==> config.mk <==
export PLATFORM = sky130hd
export DESIGN_NAME = writeback_ctrl
export DESIGN_NICKNAME = d
export VERILOG_FILES = /design/src/rtl/writeback_ctrl.sv
export SDC_FILE = /design/constraint.sdc
export NUM_CORES = 1
export LEC_CHECK = 0
export BUFFER_PORTS_ARGS = -buffer_cell sky130_fd_sc_hd__buf_4
export CELL_PAD_IN_SITES_DETAIL_PLACEMENT = 1
export CELL_PAD_IN_SITES_GLOBAL_PLACEMENT = 1
export CORE_ASPECT_RATIO = 0.8
export CORE_MARGIN = 2
export CORE_UTILIZATION = 32
export DETAILED_ROUTE_END_ITERATION = 8
export GPL_TIMING_DRIVEN = 0
export PLACE_DENSITY_LB_ADDON = 0.1
export SYNTH_ARGS = -nofsm -noshare
export SYNTH_HDL_FRONTEND = slang
export SYNTH_SLANG_ARGS = --single-unit
==> constraint.sdc <==
create_clock -name clk -period 2.2 [get_ports clk]
set_input_delay 0.44 -clock clk [delete_from_list [all_inputs] [get_ports clk]]
set_output_delay 0.44 -clock clk [all_outputs]
set_load 0.02 [all_outputs]
==> src/rtl/writeback_ctrl.sv <==
//------------------------------------------------------------------------------
// Module      : writeback_ctrl
// Description : Sequences centroid write-back: per cluster, divides each
//               coordinate sum by the point count on a shared serial divider.
// Revision    : 1.0
//------------------------------------------------------------------------------
`default_nettype none

module writeback_ctrl #(
    parameter int DIMENSION  = 4,
    parameter int PRECISION  = 16,
    parameter int DATA_WIDTH = PRECISION * DIMENSION,
    parameter int K          = 10,
    parameter int ADDR_BITS  = 4,
    parameter int SUM_WIDTH  = 32,
    parameter int CNT_WIDTH  = 16
) (
    input  logic                           clk,
    input  logic                           reset_n,
    input  logic                           i_start,
    output logic                           o_done,
    output logic                           o_busy,
    output logic                           o_acc_rd_en,
    output logic [ADDR_BITS-1:0]           o_acc_rd_addr,
    input  logic [SUM_WIDTH*DIMENSION-1:0] i_acc_sum,
    input  logic [CNT_WIDTH-1:0]           i_acc_cnt,
    input  logic [DATA_WIDTH-1:0]          i_old_centroid,
    output logic                           o_div_valid,
    output logic [SUM_WIDTH-1:0]           o_div_dividend,
    output logic [CNT_WIDTH-1:0]           o_div_divisor,
    input  logic                           i_div_ready,
    input  logic                           i_div_result_valid,
    input  logic [PRECISION-1:0]           i_div_result,
    output logic                           o_cent_wr_en,
    output logic [ADDR_BITS-1:0]           o_cent_wr_addr,
    output logic [DATA_WIDTH-1:0]          o_cent_wr_data
);

    localparam int                   c_D_BITS = (DIMENSION > 1) ? $clog2(DIMENSION) : 1;
    localparam logic [c_D_BITS-1:0]  c_D_LAST = c_D_BITS'(DIMENSION - 1);
    localparam logic [ADDR_BITS-1:0] c_K_LAST = ADDR_BITS'(K - 1);

    typedef enum logic [2:0] {
        S_IDLE     = 3'd0,
        S_READ     = 3'd1,
        S_LATCH    = 3'd2,
        S_DIV_REQ  = 3'd3,
        S_DIV_WAIT = 3'd4,
        S_WRITE    = 3'd5,
        S_DONE     = 3'd6,
        S_WAIT_LOW = 3'd7
    } state_t;

    state_t                         r_state;
    logic [ADDR_BITS-1:0]           r_k;
    logic [c_D_BITS-1:0]            r_d;
    logic [SUM_WIDTH*DIMENSION-1:0] r_sum;
    logic [CNT_WIDTH-1:0]           r_cnt;
    logic [DATA_WIDTH-1:0]          r_wr_data;

    always_ff @(posedge clk) begin
        if (!reset_n) begin
            r_state   <= S_IDLE;
            r_k       <= '0;
            r_d       <= '0;
            r_sum     <= '0;
            r_cnt     <= '0;
            r_wr_data <= '0;
        end else begin
            case (r_state)
                S_IDLE: begin
                    r_k <= '0;
                    r_d <= '0;
                    if (i_start) r_state <= S_READ;
                end
                S_READ: r_state <= S_LATCH;
                S_LATCH: begin
                    r_sum <= i_acc_sum;
                    r_cnt <= i_acc_cnt;
                    r_d   <= '0;
                    // An empty cluster keeps its previous centroid untouched.
                    if (i_acc_cnt == '0) begin
                        r_wr_data <= i_old_centroid;
                        r_state   <= S_WRITE;
                    end else begin
                        r_wr_data <= '0;
                        r_state   <= S_DIV_REQ;
                    end
                end
                S_DIV_REQ: begin
                    if (i_div_ready) r_state <= S_DIV_WAIT;
                end
                S_DIV_WAIT: begin
                    if (i_div_result_valid) begin
                        r_wr_data[r_d*PRECISION +: PRECISION] <= i_div_result;
                        if (r_d == c_D_LAST) begin
                            r_state <= S_WRITE;
                        end else begin
                            r_d     <= r_d + c_D_BITS'(1);
                            r_state <= S_DIV_REQ;
                        end
                    end
                end
                S_WRITE: begin
                    if (r_k == c_K_LAST) begin
                        r_state <= S_DONE;
                    end else begin
                        r_k     <= r_k + ADDR_BITS'(1);
                        r_state <= S_READ;
                    end
                end
                S_DONE: r_state <= S_WAIT_LOW;
                // Hold here until start drops so a level start cannot re-trigger.
                S_WAIT_LOW: begin
                    if (!i_start) r_state <= S_IDLE;
                end
                default: r_state <= S_IDLE;
            endcase
        end
    end

    assign o_busy         = (r_state != S_IDLE);
    assign o_done         = (r_state == S_DONE);
    assign o_acc_rd_en    = (r_state == S_READ);
    assign o_div_valid    = (r_state == S_DIV_REQ);
    assign o_cent_wr_en   = (r_state == S_WRITE);
    assign o_acc_rd_addr  = r_k;
    assign o_cent_wr_addr = r_k;
    assign o_div_dividend = r_sum[r_d*SUM_WIDTH +: SUM_WIDTH];
    assign o_div_divisor  = r_cnt;
    assign o_cent_wr_data = r_wr_data;

endmodule

`default_nettype wire

==> results.toml, run 1 <==
[power_and_ir_drop]
p_int_mw = 7.14
power_frac_seq_pct = 43.3
p_comb_share_pct = 10.5
p_sw_share_pct = 24.2
p_sw_mw = 2.28
p_leak_nw = 5.75
peakVddDrop_mv = 0.464
clockPowerShare_pct = 46.1
total_power_mw = 9.41
cellPowerDensity_nw_per_um2 = 652

[timing]
fmax_ghz = 0.421
finalHoldViolCount = 0
rsz0062_at_grt = "yes"
fin_ws_ns = -0.173
tightestPinTransition_ns = 0.816
min_period_over_period_pct = 108
fin_skew_ns = 0.0131
drv_slew = 0
relSlewSlack_pct = 45.6
finalCriticalPeriod_ns = 2.37
final.setup.tns_ns = -3.99
setup_viol = 32
holdWs_ns = 0.171

[cells_and_area]
layout-drive-gt1-share_pct = 35.3
nets = 1775
final_cell_mix = "buf_4, nand2_1, dfxtp_1"
layout_commonest_cell = "buf_4"
synthToLayoutAreaGrowth_pct = 49.8

[min_path]
min_from = "i_acc_sum[26]"
hold_path_end = "r_sum[26]$_SDFFE_PN0P_"
hp-class = "input pin to flop"
hold_depth = 3

[critical_path]
slowest_delay_ns = 0.56
cp_num_buf_inv = 3
cp_top_family = "multiplexers"
critPathMaxFanout = 5
crit_arrival_ns = 1.93
crit_top_cell = "buf_12"
worst_setup_path_start_kind = "flop"
reg2reg_depth = 10
r2r_start = "r_d[1]$_SDFFE_PN0P_"
required_ns = 1.76
crit_type = "flop to primary output"
reg2reg_to = "o_cent_wr_data[27]$_SDFFE_PN0P_"
crit_slowest_cell = "mux4_2"
cp_cell_sequence = "buf_12 -> buf_12 -> mux4_2 -> buf_6"
cp-end-kind = "primary output"
r2r_slack_ns = 0
crit_path_start = "r_d[0]$_SDFFE_PN0P_"

[global_routing]
grt_max_degree = 13
overflow = 0
antenna_found_initial = 1
grt_pass1_vias = 10300
track_usage_pct = 25.0
grt_pass1_wl_um = 60700

[clocking]
clk_latency_ns = 0.52
cts.sinks = 217
cts-root-buf = "clkbuf_16"
path_clk_slew_ns = 0.07
cts_tree = "yes"
postCtsHoldBufs = 0
cts_buffer_depth = 3
htreeDepth = 1
cts_buffers = 25

[place]
pre_cts_slack_ns = -0.897
io_buffers = 352
place_congestion = 0.834
dp_hpwl_um = 29800

[drt]
first_pass_iters = 5
vias_per_cell = 5.06
wl_um = 40900
wl_per_cell_um = 20.8
num_vias = 9939
drtIter0Drc = 588
drc = 0
route.antenna.remaining_nets = 0

[status]
failed_checks = "setup timing"
status = "complete, but fails checks"

[floorplan]
io-pin-count = 354
rows = 56
fp.dieW_um = 198
core_um2 = 29500
start_util_pct = 32.7
die_h_um = 159
dieArea_um2 = 31500

[synth]
yosys_warnings = 0
synth_nets = 1368
async_flop_share_pct = 0
syn_inst = 1132
ys_ff_latch = 217
synth_cell_types = 42
synth_edf_count = 0
synth_area_per_cell_um2 = 8.52
ys_seq_area_share_pct = 45.1
syn_area_um2 = 9640
ys.flop_type = "dfxtp_1"

[job]
maxCapViolCount = 0
## metrics by stage
stage	instances	instance area [um^2]	util, %
after floorplan	1132	9650	-
after global placement	1890	12800	43.4
after detailed placement	1890	12800	43.4
after CTS	1950	14000	47.5
after global routing	1963	14400	49.0
final	1964	14400	49.0
## registers in the layout, indices dropped and copies added (netlist names)
name            cells
r_sum             128
r_d                 2
o_acc_rd_addr       4
o_div_divisor      16
o_cent_wr_data     64
r_state             3
## how the worst max path moves through the flow
stage | depth (start not counted) | endpoint
2_1_floorplan | 9 | o_cent_wr_data[22]$_SDFFE_PN0P_
6_report | 4 | o_div_dividend[7]
3_3_place_gp | 9 | o_cent_wr_data[23]$_SDFFE_PN0P_
3_5_place_dp | 9 | o_cent_wr_data[23]$_SDFFE_PN0P_
5_1_grt | 4 | o_div_dividend[9]
4_1_cts | 4 | o_div_dividend[24]
## power groups by stage
stage               Clock (mW)  Sequential, mW  Combinational (mW)
finish                    4.34            4.08               0.991
global route              4.60            4.09                1.07
CTS                       4.44            4.08               0.968
detailed placement           0            4.17               0.954
global placement             0            4.16               0.946
floorplan                    0            4.21               0.310
## cells by family (layout without fill, tap and decap cells)
| family | Yosys count | count (layout) | synth area share [%] |
|---|---|---|---|
| compound gates | 361 | 361 | 23.0 |
| xor+xnor | 1 | 1 | 0.0909 |
| fa+ha+maj | 7 | 7 | 0.908 |
| buf+inv | 108 | 533 | 5.11 |
| flops | 217 | 217 | 45.1 |
| mux | 35 | 35 | 7.79 |
| other cells | 0 | 1 | 0 |
| simple gates | 403 | 403 | 18.1 |
## Yosys cell counts, types with 5 or more instances
master / count / area share [%]
a21boi_1: 19 / 1.5
clkbuf_1: 50 / 1.9
nand3_1: 65 / 3.4
a21boi_0: 126 / 9.8
a31oi_1: 5 / 0.32
buf_2: 31 / 1.6
inv_1: 8 / 0.31
ha_1: 7 / 0.91
mux4_2: 32 / 7.5
a21oi_1: 132 / 6.9
buf_4: 7 / 0.55
buf_1: 8 / 0.31
o21ai_0: 69 / 3.6
dfxtp_1: 217 / 45
nand2_1: 299 / 12
nor2_1: 9 / 0.35
## tightest hold or removal path, cell delays in order
cell	delay (ns)
buf_4	0.11
nand2_1	0.04
a21boi_1	0.05
## metal layers
layer | routed length, um | track usage [%] | vias to the layer above
met5 | 0 | 0 | -
met4 | 626 | 4.68 | 0
met3 | 2410 | 3.98 | 38
met2 | 17600 | 37.6 | 312
met1 | 20300 | 37.6 | 4847
li1 | - | - | 4742
## final cells by class
cell class	count	area [um^2]
buffer	98	626
clock inverter	7	87.6
tap	406	508
antenna	1	2.50
inverter	9	50.0
multi-input combinational	807	4950
sequential	217	4350
clock buffer	38	764
timing repair buffer	381	3100
fill	3509	15100
## timing repair
action / in CTS / in global routing
endpoints found under the hold margin: 0 / 0
buffers inserted: 13 / 9
gates resized for setup: 62 / 76
gates cloned: 2 / 5
setup endpoints to repair: 209 / 179
pin swaps: 4 / 20
No activity file was read; power rests on OpenSTA's default activity.
==> run 2, diff against run 1 <==
--- a/config.mk
+++ b/config.mk
@@ -6,6 +6,7 @@
 export NUM_CORES = 1
 export LEC_CHECK = 0
 export BUFFER_PORTS_ARGS = -buffer_cell sky130_fd_sc_hd__buf_4
+export CAP_MARGIN = 10
 export CELL_PAD_IN_SITES_DETAIL_PLACEMENT = 1
 export CELL_PAD_IN_SITES_GLOBAL_PLACEMENT = 1
 export CORE_ASPECT_RATIO = 0.8
@@ -14,6 +15,7 @@
 export DETAILED_ROUTE_END_ITERATION = 8
 export GPL_TIMING_DRIVEN = 0
 export PLACE_DENSITY_LB_ADDON = 0.1
+export SKIP_CTS_REPAIR_TIMING = 1
 export SYNTH_ARGS = -nofsm -noshare
 export SYNTH_HDL_FRONTEND = slang
 export SYNTH_SLANG_ARGS = --single-unit
==> run 2 against run 1 <==
Against the previous run:
- the run still ends with setup timing left
- count of clock-buffer cells in the layout did not move
- cell count rose by 0.25%
- fmax increased by 0.38%
- cell area is 0.19% lower
- flip-flop and latch count stayed put
- sequential power about the same
- clock skew fell by 0.0036 ns
- highest routed layer unchanged
==> results.toml, run 2 (synthesis gave the netlist of run 1 again) <==
[cells_and_area]
layout_commonest_cell = "buf_4"
synthToLayoutAreaGrowth_pct = 49.6
final_area_um2 = 14400
largest_reg_flops = 128
final_cell_mix = "buf_4, nand2_1, dfxtp_1"
layout-drive-gt1-share_pct = 35.1
largest-register = "r_sum"
fillers = 3507
nets = 1779

[drt]
wl_per_cell_um = 20.5
drc = 0
vias_per_cell = 5.03
first_pass_iters = 5
drtIter0Drc = 552
wl_um = 40400
route.antenna.remaining_nets = 0
num_vias = 9905

[timing]
finalCriticalPeriod_ns = 2.36
tightestPinTransition_ns = 0.815
rsz0062_at_grt = "yes"
fin_ws_ns = -0.164
setup_viol = 62
final.setup.tns_ns = -5.08
fin_skew_ns = 0.00952
drv_slew = 0
holdWs_ns = 0.169
relSlewSlack_pct = 45.7
fmax_ghz = 0.423
finalHoldViolCount = 0
min_period_over_period_pct = 107

[critical_path]
critPathMaxFanout = 7
worst_setup_path_start_kind = "flop"
cp-end-kind = "primary output"
crit_type = "flop to primary output"
crit_arrival_ns = 1.92
required_ns = 1.76

[place]
place_area_um2 = 12800
place_congestion = 0.834
dp_hpwl_um = 29800
io_buffers = 352

[global_routing]
grt_pass1_wl_um = 59800
grt_pass1_vias = 10200
track_usage_pct = 24.5
grt_max_degree = 13
antenna_found_initial = 1
overflow = 0

[clocking]
cts.sinks = 217
cts-root-buf = "clkbuf_16"
cts_buffers = 25
cts_tree = "yes"
clk_latency_ns = 0.52
cts_buffer_depth = 3
htreeDepth = 1
path_clk_slew_ns = 0.07

[job]
maxCapViolCount = 0

[status]
failed_checks = "setup timing"
status = "complete, but fails checks"

[floorplan]
core_um2 = 29500
fp.dieW_um = 198
rows = 56
die_h_um = 159
io-pin-count = 354
start_util_pct = 32.7
dieArea_um2 = 31500

[power_and_ir_drop]
p_leak_nw = 5.76
cellPowerDensity_nw_per_um2 = 653
peakVddDrop_mv = 0.452

[min_path]
hp-class = "input pin to flop"
==> run 2: cell types whose count changed in the layout (fill, tap and decap cells not counted), moves of 2 or more <==
cell / delta
o21ai_0: -10
a21oi_1: +2
o21ai_1: +10
buf_4: +9
buf_8: -2
clkbuf_2: -3
==> run 2: final cells by class <==
type	count	area (um^2)	share of cell area (%)
Multi-Input combinational cell	807	4930	34.2
Sequential cell	217	4350	30.2
Timing Repair Buffer	386	3130	21.7
Clock buffer	38	764	5.30
Buffer	97	601	4.17
Tap cell	406	508	3.52
Clock inverter	7	87.6	0.607
Inverter	9	45.0	0.312
Antenna cell	2	5.00	0.0347
==> run 2: worst max-delay path: stages, from the launching register on <==
cell and delay (ns):
dfxtp_4 0.37, buf_12 0.16, buf_16 0.15, mux4_2 0.55
buf_6 0.16
==> run 2: path summary, 6_finish.rpt <==
path | startpoint | endpoint | slack, ns | cells after the start
worst max-delay path | r_d[0]$_SDFFE_PN0P_ | o_div_dividend[7] | -0.16 | 4
worst min-delay path | i_acc_sum[26] | r_sum[26]$_SDFFE_PN0P_ | 0.17 | 3
worst max register to register | r_d[0]$_SDFFE_PN0P_ | o_cent_wr_data[38]$_SDFFE_PN0P_ | -0.06 | 11
worst min register to register | r_sum[40]$_SDFFE_PN0P_ | r_sum[40]$_SDFFE_PN0P_ | 0.46 | 2
==> run 2: metal layers <==
| layer | up-vias | wire length (um) | global-route usage (%) | share of wire, % |
|---|---|---|---|---|
| li1 | 4745 | - | - | - |
| met1 | 4790 | 19700 | 36.8 | 49 |
| met2 | 315 | 17400 | 36.9 | 43 |
| met3 | 55 | 2520 | 4.07 | 6.2 |
| met4 | 0 | 750 | 4.99 | 1.9 |
| met5 | - | 0 | 0 | 0 |
==> run 2: through the flow <==
stage	cells	total power [mW]	util (%)	worst slack, ns
2_1_floorplan	1132	4.52	-	0.0275
3_3_place_gp	1890	5.11	43.4	-0.902
3_5_place_dp	1890	5.12	43.4	-0.897
4_1_cts	1935	9.47	46.3	-1.03
5_1_grt	1967	9.75	48.9	-0.210
6_report	1969	9.42	48.9	-0.164
==> run 2: report_power, final <==
group	switching, mW	leakage (nW)	internal (mW)
registers	0.0567	1.75	4.02
logic	0.493	3.58	0.497
clock network	1.73	0.422	2.62
total	2.28	5.76	7.14
==> run 3, diff against run 2 <==
--- a/config.mk
+++ b/config.mk
@@ -5,13 +5,15 @@
 export SDC_FILE = /design/constraint.sdc
 export NUM_CORES = 1
 export LEC_CHECK = 0
+export ABC_AREA = 1
 export BUFFER_PORTS_ARGS = -buffer_cell sky130_fd_sc_hd__buf_4
 export CAP_MARGIN = 10
 export CELL_PAD_IN_SITES_DETAIL_PLACEMENT = 1
 export CELL_PAD_IN_SITES_GLOBAL_PLACEMENT = 1
 export CORE_ASPECT_RATIO = 0.8
 export CORE_MARGIN = 2
-export CORE_UTILIZATION = 32
+export CORE_UTILIZATION = 31
+export CTS_CLUSTER_DIAMETER = 50
 export DETAILED_ROUTE_END_ITERATION = 8
 export GPL_TIMING_DRIVEN = 0
 export PLACE_DENSITY_LB_ADDON = 0.1
==> run 3 against run 2 <==
Against the previous run:
- the run still ends with setup timing left
- sequential share of layout area decreased by 2.1 points
- combinational power increased to 4.5 times the previous value
- non-clock buffer count increased by 3
- largest power group unchanged
- utilization decreased by 1.7 points
- worst setup slack got worse by 0.069 ns
- die area increased by 11%
- global-route usage increased by 1.9 points
- wire length increased by 20%
- register-to-register slack got worse by 0.07 ns
==> results.toml, run 3 <==
[timing]
rsz0062_at_grt = "yes"
relSlewSlack_pct = 54.4
drv_slew = 0
tightestPinTransition_ns = 0.684
finalCriticalPeriod_ns = 2.43
fin_ws_ns = -0.233
fin_skew_ns = 0.00963
min_period_over_period_pct = 111
finalHoldViolCount = 0
holdWs_ns = 0.116
setup_viol = 67
fmax_ghz = 0.411

[status]
status = "complete, but fails checks"
failed_checks = "setup timing"

[drt]
num_vias = 12100
drtIter0Drc = 839
wl_um = 48500
route.antenna.remaining_nets = 0
first_pass_iters = 5
drc = 0
wl_per_cell_um = 20.3
vias_per_cell = 5.06

[synth]
synth_top_cell_by_area = "dfxtp_1"
synth_edf_count = 0
ys.flop_type = "dfxtp_1"
synth.most_common_cell = "nor2_1"
ys_ff_latch = 217
synth_nets = 1778
async_flop_share_pct = 0
yosys_warnings = 0
synth_area_leaders = "dfxtp_1, nor2_1, o21ai_0"
synth_top_area_share_pct = 41.9
synth_cell_types = 28
ys_seq_area_share_pct = 41.9
syn_inst = 1542
synth_common_cells = "nor2_1, dfxtp_1, o21ai_0"
synth_area_per_cell_um2 = 6.73
syn_area_um2 = 10400

[place]
io_buffers = 353
dp_hpwl_um = 36800
place_congestion = 0.862
place_area_um2 = 13600
pre_cts_slack_ns = -0.707

[floorplan]
fp.dieW_um = 209
rows = 59
start_util_pct = 31.7
core_um2 = 32800
die_h_um = 168
io-pin-count = 354
dieArea_um2 = 35000

[clocking]
cts.sinks = 217
htreeDepth = 1
cts-root-buf = "clkbuf_16"
clk_latency_ns = 0.54
cts_tree = "yes"
path_clk_slew_ns = 0.06
cts_buffers = 30
cts_buffer_depth = 3

[cells_and_area]
final_area_um2 = 15500
fin_util_pct = 47.2
ff_latch_area_um2 = 4350
layout_commonest_cell = "buf_4"
final_cell_mix = "buf_4, nor2_1, dfxtp_1"
largest-register = "r_sum"
nets = 2175
synthToLayoutAreaGrowth_pct = 49.0
multi_input_area_um2 = 5260
largest_reg_flops = 128
layout-drive-gt1-share_pct = 29.5
fillers = 4204

[critical_path]
critPathMaxFanout = 10
crit_type = "flop to primary output"
worst_setup_path_start_kind = "flop"
cp-end-kind = "primary output"
required_ns = 1.76
reg2reg_depth = 12
crit_arrival_ns = 1.99

[global_routing]
overflow = 0
antenna_found_initial = 2
grt_pass1_vias = 12000
track_usage_pct = 26.5
grt_pass1_wl_um = 71600
grt_max_degree = 15

[job]
maxCapViolCount = 0

[min_path]
hp-class = "input pin to flop"
hold_depth = 3

[power_and_ir_drop]
cellPowerDensity_nw_per_um2 = 968
p_leak_nw = 7.25
peakVddDrop_mv = 0.596
[run 3: worst max-delay path, cell delays in order (launching register included)]
cell        delay, ns
dfxtp_2          0.34
buf_6            0.13
clkinvlp_4       0.15
buf_12           0.19
buf_12           0.16
nor2_4           0.21
o22ai_4          0.12
buf_6            0.15
[run 3: layout make-up]
class	count	share of cell area [%]
diodes	2	0.0324
multi-input cells	1032	34.0
inverters	172	4.25
well taps	427	3.45
repair buffers	365	18.3
clock inverters	20	1.91
plain buffers	121	4.61
clock buffers	36	5.39
flip-flops and latches	217	28.1
[run 3: path summary, 6_finish.rpt]
check	slack, ns	end	from
setup / recovery	-0.23	o_div_dividend[5]	r_d[0]$_SDFFE_PN0P_
hold / removal	0.12	r_sum[46]$_SDFFE_PN0P_	i_acc_sum[46]
setup reg to reg	-0.13	o_cent_wr_data[38]$_SDFFE_PN0P_	r_d[0]$_SDFFE_PN0P_
hold reg to reg	0.51	r_sum[76]$_SDFFE_PN0P_	r_sum[76]$_SDFFE_PN0P_
[run 3: layer usage]
| layer | GRT usage, % | vias up | share of wire (%) |
|---|---|---|---|
| li1 | - | 5858 | - |
| met2 | 39.1 | 379 | 41 |
| met5 | 0 | - | 0 |
| met3 | 4.43 | 48 | 6.5 |
| met4 | 5.50 | 0 | 2.0 |
| met1 | 40.0 | 5825 | 50 |
[run 3: report_power, final]
| group | switching (mW) | internal [mW] | leakage [nW] | total [mW] |
|---|---|---|---|---|
| clock | 2.04 | 3.45 | 0.550 | 5.49 |
| sequential | 0.439 | 4.59 | 1.77 | 5.03 |
| combinational | 2.69 | 1.76 | 4.93 | 4.45 |
[run 3: cells by family (layout without fill, tap and decap cells)]
group | Yosys count | after routing | synth area share, %
simple gates | 707 | 707 | 29.9
flops | 217 | 217 | 41.9
compound gates | 318 | 318 | 15.8
fa+ha+maj | 7 | 7 | 0.844
buf+inv | 293 | 714 | 11.6
other cells | 0 | 2 | 0
[run 3: stage by stage]
| stage | power, mW | cells | setup TNS [ns] |
|---|---|---|---|
| after floorplan | 7.19 | 1542 | 0 |
| after global placement | 9.00 | 2322 | -39.57 |
| after detailed placement | 9.07 | 2322 | -43.50 |
| after CTS | 14.6 | 2378 | -62.74 |
| after global routing | 15.7 | 2392 | -12.97 |
| final | 15.0 | 2392 | -7.46 |
